===== src/rtl/bus_slave_decoder_if.sv =====
// Master-side bus bundle between the granted master and the slave address decoder.
// The decoder connects through the slave modport; the master/bench side uses master.
interface bus_slave_decoder_if #(
  parameter int ADDR_W = 8
);
  logic              m_req;
  logic              m_wr;
  logic [ADDR_W-1:0] m_addr;
  logic [3:0]        s_sel;
  logic [3:0]        rd_sel;
  logic              rd_valid;
  logic              err;
  logic [7:0]        err_cnt;
  logic [ADDR_W-1:0] err_addr;

  modport master (
    output m_req, m_wr, m_addr,
    input  s_sel, rd_sel, rd_valid, err, err_cnt, err_addr
  );

  modport slave (
    input  m_req, m_wr, m_addr,
    output s_sel, rd_sel, rd_valid, err, err_cnt, err_addr
  );
endinterface


===== src/rtl/bus_slave_decoder.sv =====
// Decodes the master address to one-hot chip selects (0 cycles) and registers the read-return select / unmapped-access error (1 cycle).
// No backpressure: a new request may be accepted every cycle, and each one fully determines the next registered state.
module bus_slave_decoder #(
  parameter int                ADDR_W   = 8,
  parameter logic [ADDR_W-1:0] S0_BASE  = 8'h00,
  parameter logic [ADDR_W-1:0] S1_BASE  = 8'h20,
  parameter logic [ADDR_W-1:0] S2_BASE  = 8'h40,
  parameter logic [ADDR_W-1:0] S3_BASE  = 8'h60,
  parameter int                SLV_SIZE = 32
) (
  input  logic                clk,
  input  logic                reset_n,
  bus_slave_decoder_if.slave  bus
);

  // State bits double as the registered rd_valid / err outputs.
  typedef enum logic [1:0] {
    IDLE  = 2'b00,
    RDATA = 2'b01,
    ERR   = 2'b10
  } state_t;

  localparam logic [ADDR_W-1:0] BASES [4] = '{S0_BASE, S1_BASE, S2_BASE, S3_BASE};
  localparam logic [ADDR_W:0]   SIZE_X    = (ADDR_W+1)'(SLV_SIZE);

  state_t            r_state;
  logic [3:0]        r_rd_sel;
  logic [7:0]        r_err_cnt;
  logic [ADDR_W-1:0] r_err_addr;

  logic [ADDR_W:0]   w_addr_x;
  logic [3:0]        w_hit;
  logic [3:0]        w_sel;
  logic              w_rd_hit;
  logic              w_unmapped;

  assign w_addr_x = {1'b0, bus.m_addr};

  // Upper bound kept one bit wider so a window ending at 2^ADDR_W does not wrap.
  always_comb begin
    w_hit = '0;
    for (int k = 0; k < 4; k++) begin
      w_hit[3-k] = (w_addr_x >= {1'b0, BASES[k]}) &&
                   (w_addr_x <  ({1'b0, BASES[k]} + SIZE_X));
    end
  end

  always_comb begin
    w_sel = '0;
    if (bus.m_req) begin
      if      (w_hit[3]) w_sel = 4'b1000;
      else if (w_hit[2]) w_sel = 4'b0100;
      else if (w_hit[1]) w_sel = 4'b0010;
      else if (w_hit[0]) w_sel = 4'b0001;
    end
  end

  assign w_rd_hit   = (|w_sel) && !bus.m_wr;
  assign w_unmapped = bus.m_req && !(|w_hit);

  always_ff @(posedge clk or negedge reset_n) begin
    if (!reset_n) begin
      r_state    <= IDLE;
      r_rd_sel   <= '0;
      r_err_cnt  <= '0;
      r_err_addr <= '0;
    end else begin
      r_rd_sel <= '0;
      if (w_rd_hit) begin
        r_state  <= RDATA;
        r_rd_sel <= w_sel;
      end else if (w_unmapped) begin
        r_state    <= ERR;
        r_err_addr <= bus.m_addr;
        if (r_err_cnt != 8'hFF) begin
          r_err_cnt <= r_err_cnt + 8'd1;
        end
      end else begin
        r_state <= IDLE;
      end
    end
  end

  assign bus.s_sel    = w_sel;
  assign bus.rd_sel   = r_rd_sel;
  assign bus.rd_valid = r_state[0];
  assign bus.err      = r_state[1];
  assign bus.err_cnt  = r_err_cnt;
  assign bus.err_addr = r_err_addr;

endmodule


===== src/flat_wrapper.sv =====
// flat-port wrapper written by rule: the top's interface ports become plain ports
module bus_slave_decoder_flat 
#(
  parameter int                ADDR_W   = 8,
  parameter logic [ADDR_W-1:0] S0_BASE  = 8'h00,
  parameter logic [ADDR_W-1:0] S1_BASE  = 8'h20,
  parameter logic [ADDR_W-1:0] S2_BASE  = 8'h40,
  parameter logic [ADDR_W-1:0] S3_BASE  = 8'h60,
  parameter int                SLV_SIZE = 32
)
  (clk, reset_n, bus_m_req, bus_m_wr, bus_m_addr, bus_s_sel, bus_rd_sel, bus_rd_valid, bus_err, bus_err_cnt, bus_err_addr);
  bus_slave_decoder_if #(.ADDR_W(ADDR_W)) bus_i ();
  input  logic clk;
  input  logic reset_n;
  input wire logic [$bits(bus_i.m_req)-1:0] bus_m_req;
  input wire logic [$bits(bus_i.m_wr)-1:0] bus_m_wr;
  input wire logic [$bits(bus_i.m_addr)-1:0] bus_m_addr;
  output wire logic [$bits(bus_i.s_sel)-1:0] bus_s_sel;
  output wire logic [$bits(bus_i.rd_sel)-1:0] bus_rd_sel;
  output wire logic [$bits(bus_i.rd_valid)-1:0] bus_rd_valid;
  output wire logic [$bits(bus_i.err)-1:0] bus_err;
  output wire logic [$bits(bus_i.err_cnt)-1:0] bus_err_cnt;
  output wire logic [$bits(bus_i.err_addr)-1:0] bus_err_addr;
  assign bus_i.m_req = bus_m_req;
  assign bus_i.m_wr = bus_m_wr;
  assign bus_i.m_addr = bus_m_addr;
  assign bus_s_sel = bus_i.s_sel;
  assign bus_rd_sel = bus_i.rd_sel;
  assign bus_rd_valid = bus_i.rd_valid;
  assign bus_err = bus_i.err;
  assign bus_err_cnt = bus_i.err_cnt;
  assign bus_err_addr = bus_i.err_addr;
  bus_slave_decoder #(.ADDR_W(ADDR_W), .S0_BASE(S0_BASE), .S1_BASE(S1_BASE), .S2_BASE(S2_BASE), .S3_BASE(S3_BASE), .SLV_SIZE(SLV_SIZE)) u_core (.clk(clk), .reset_n(reset_n), .bus(bus_i));
endmodule

===== config.mk =====
export PLATFORM = sky130hd
export DESIGN_NAME = bus_slave_decoder_flat
export DESIGN_NICKNAME = d
export VERILOG_FILES = /design/src/rtl/bus_slave_decoder_if.sv /design/src/rtl/bus_slave_decoder.sv /design/src/flat_wrapper.sv
export SDC_FILE = /design/constraint.sdc
export NUM_CORES = 1
export LEC_CHECK = 0
export CAP_MARGIN = 20
export CORE_UTILIZATION = 41
export DETAILED_ROUTE_END_ITERATION = 10
export MAX_ROUTING_LAYER = met4
export PLACE_DENSITY = 0.86
export SLEW_MARGIN = 20
export SYNTH_ARGS = -nofsm -noshare
export SYNTH_HDL_FRONTEND = slang
export SYNTH_SLANG_ARGS = --single-unit

===== constraint.sdc =====
create_clock -name clk -period 1.5 [get_ports clk]
set_input_delay 0.3 -clock clk [delete_from_list [all_inputs] [get_ports clk]]
set_output_delay 0.3 -clock clk [all_outputs]
set_load 0.02 [all_outputs]

==> results <==
==> synth_stat cells, types with 2 or more instances <==
cell type | n | area (sq um)
nand3_2 | 2 | 20.0
nor2_1 | 9 | 33.8
nand2_1 | 2 | 7.51
nor2_2 | 2 | 12.5
inv_1 | 2 | 7.51
mux2_2 | 7 | 78.8
dfrtp_1 | 22 | 551
nand3_1 | 3 | 15.0
mux2_4 | 2 | 30.0
nand2b_1 | 4 | 25.0
xnor2_1 | 2 | 17.5
a21oi_1 | 4 | 20.0
nor3_1 | 3 | 15.0
==> how the worst max path moves through the flow <==
stage          depth (start not counted)                     to  slack [ps]             startpoint
5_1_grt                                5  u_core.bus.err_cnt[1]           4  u_core.bus.err_cnt[1]
2_1_floorplan                          5  u_core.bus.err_cnt[1]           9  u_core.bus.err_cnt[1]
3_5_place_dp                           4           bus_s_sel[3]        -560              bus_m_req
4_1_cts                                4           bus_s_sel[3]          30          bus_m_addr[7]
3_3_place_gp                           4           bus_s_sel[3]        -480          bus_m_addr[7]
6_report                               5  u_core.bus.err_cnt[1]          90  u_core.bus.err_cnt[1]
==> state kept, by name, summed over array words and instances, names as in the netlist <==
signal / count
u_core.r_state: 2
u_core.bus.rd_sel: 4
u_core.bus.err_addr: 8
u_core.bus.err_cnt: 8
==> final cells by class <==
| cell class | instances | share of cell area [%] |
|---|---|---|
| clock buffer | 4 | 2.51 |
| tap | 27 | 2.33 |
| timing repair buffer | 50 | 29.6 |
| inverter | 2 | 0.519 |
| sequential | 22 | 38.1 |
| multi-input combinational | 51 | 26.9 |
==> per-layer routing <==
layer	up-vias	part of all wire, %
met5	-	0
met4	0	1.9
met3	6	3.7
met2	26	53
met1	370	41
li1	361	-
==> per-stage QoR <==
stage                     instances  util [%]
after detailed placement        152      69.6
after floorplan                  76         -
final                           156      70.2
after CTS                       156      69.8
after global routing            156      70.2
after global placement          152      69.6
==> cells by family (layout without fill, tap and decap cells) <==
kind of cell               Yosys count  count (layout)
AOI/OAI and AO/OA                    5               5
xor gates and xnor gates             2               2
adders and majority gates            1               1
buffers and inverters                3              56
DFF                                 22              22
muxes                               10              10
and+or+nand+nor                     33              33
==> power by group through the flow <==
stage	sequential [mW]	combinational [mW]	clock (mW)
after floorplan	0.980	0.218	0
after global placement	0.819	0.753	0
after detailed placement	0.827	0.775	0
after CTS	0.810	0.698	0.332
after global routing	0.830	0.761	0.349
final	0.807	0.696	0.317
==> timing repair <==
item,CTS,global route
gates resized for setup,47,3
endpoints found under the setup margin,26,4
pin swaps,1,1
==> impl_metrics.csv <==
group,metric,value,unit
status,run_status,"finished clean",
finish,nFillCells,170,
finish,ff_latch_area,552,sq um
finish,mostFrequentLayoutCells,"dlygate4sd2_1 (25), dfrtp_1 (21), buf_4 (17)",
clocking,path_clk_slew,110,ps
critical_path,r2r_start,"u_core.bus.err_cnt[1]",
timing,timing.final.crit_share,93.8,%
logic_synthesis,synthAdderAreaFrac,1.34,%
critical_path,crit_slowest_cell,"dfrtp_1",
critical_path,reg2regPathDepth,5,
clocking,clock_latency,300,ps
logic_synthesis,syn_nets,89,
logic_synthesis,synthSimpleGateAreaFrac,21.0,%
global_route,antenna_found_initial,0,
critical_path,path_class,"reg2reg",
job,maxCapViolations,0,
logic_synthesis,synth_edf_count,0,
clocking,clock_sinks,22,
power,p_comb_share,38.3,%
global_route,overflow,0,
global_route,grt-busiest-layer,"met2",
routing,vias,763,
place,gp_congestion,0.856,
clocking,cts_tree,"done",
routing,drc,0,
global_route,grt_pass1_wl,3.61,mm
floorplan,die-area,2480,sq um
logic_synthesis,ys_types,25,
place,hpwl,1.57,mm
global_route,grt_usage,20.1,%
power,p_int,1.19,mW
critical_path,r2r_slack,90,ps
finish,multiInputGateArea,389,sq um
global_route,grt_max_degree,23,
timing,worstMarginPinSlew,277,ps
place,dp_slack,-565,ps
clocking,htreeDepth,1,
clocking,numCtsBuffers,3,
finish,drive_gt1_share,33.3,%
min_path,hold_class,"in2async",
routing,wire_per_inst,13.0,um
power,powerDensity,1260,nW/um^2
power,power,1.82,mW
clocking,clockBufferDepth,2,
power,peakVddDrop,792,uV
finish,antenna_cells,0,
clocking,cts_root_buf,"clkbuf_4",
finish,final_common_cell,"dlygate4sd2_1",
routing,vias_per_cell,4.89,
place,io_buffer_count,37,
critical_path,crit_path_max_fanout,4,
critical_path,crit_buf_inv,0,
timing,layout_setup_ws,93.0,ps
routing,final_antenna_net_count,0,
timing,slew_headroom,81.5,%
routing,dr.pass1.iters,4,
global_route,grt_pass1_vias,814,
logic_synthesis,ys_seq_area_share,58.7,%
power,seqPwrFrac,44.3,%
logic_synthesis,netlist_area,937,sq um
floorplan,fp-row-count,16,
timing,finalHoldViolCount,0,
global_route,grt_use_met3,2.78,%
timing,clock_skew,1.61,ps
timing,fin_crit,1410,ps
clocking,post-cts-setup-buffers,0,
timing,rsz0062_at_grt,"false",
global_route,gr-usage-met2,35.6,%
logic_synthesis,ys_ff_latch,22,
power,clkPwrFrac,17.4,%
timing,whs,335,ps
logic_synthesis,syn-instance-count,76,
critical_path,crit_arrival,1600,ps
logic_synthesis,synth_xor_area_share,1.87,%
critical_path,slowest_delay,410,ps
logic_synthesis,yosys-mux-area-fraction,12.8,%
power,p_sw,0.632,mW
critical_path,worst_setup_path_start_kind,"flop",
logic_synthesis,syn_avg_cell_area,12.3,sq um
logic_synthesis,synth_compound_area_share,2.94,%
logic_synthesis,synth_top_family_by_area,"simple AND/OR/NAND/NOR gates",
finish,area_growth_syn_to_layout,54.5,%
finish,fin_area,1450,sq um
timing,fmax,711,MHz
floorplan,die_x,49.8,um
finish,final_nets,143,
critical_path,crit_family,"flip-flops",
logic_synthesis,async_reset_ff_share,100,%
clocking,postCtsHoldBufs,0,
routing,finalWirelength,2.03,mm
floorplan,die_y,49.8,um
timing,setup_violations,0,
timing,drv_slew,0,
global_route,use_met1,23.2,%
timing,fin_setup_tns,0,ps
floorplan,design.core.area,2060,sq um
critical_path,required,1700,ps
critical_path,r2r-end,"u_core.bus.err_cnt[1]",
logic_synthesis,synth_flop_cell,"dfrtp_1",
logic_synthesis,yosys_warnings,0,
routing,drt_iter0_drc,6,
critical_path,crit_path_end_kind,"flop",
floorplan,ioPinCount,38,
place,post_dp_cell_area,1440,sq um
power,leakagePower,0.726,nW
power,swShare,34.8,%
critical_path,crit_chain,"ha_2, nand3_2, nand2b_4, nand2_4, mux2_4",
floorplan,initial_core_util,45.4,%
Note: power is estimated with default switching activity, not from simulation.
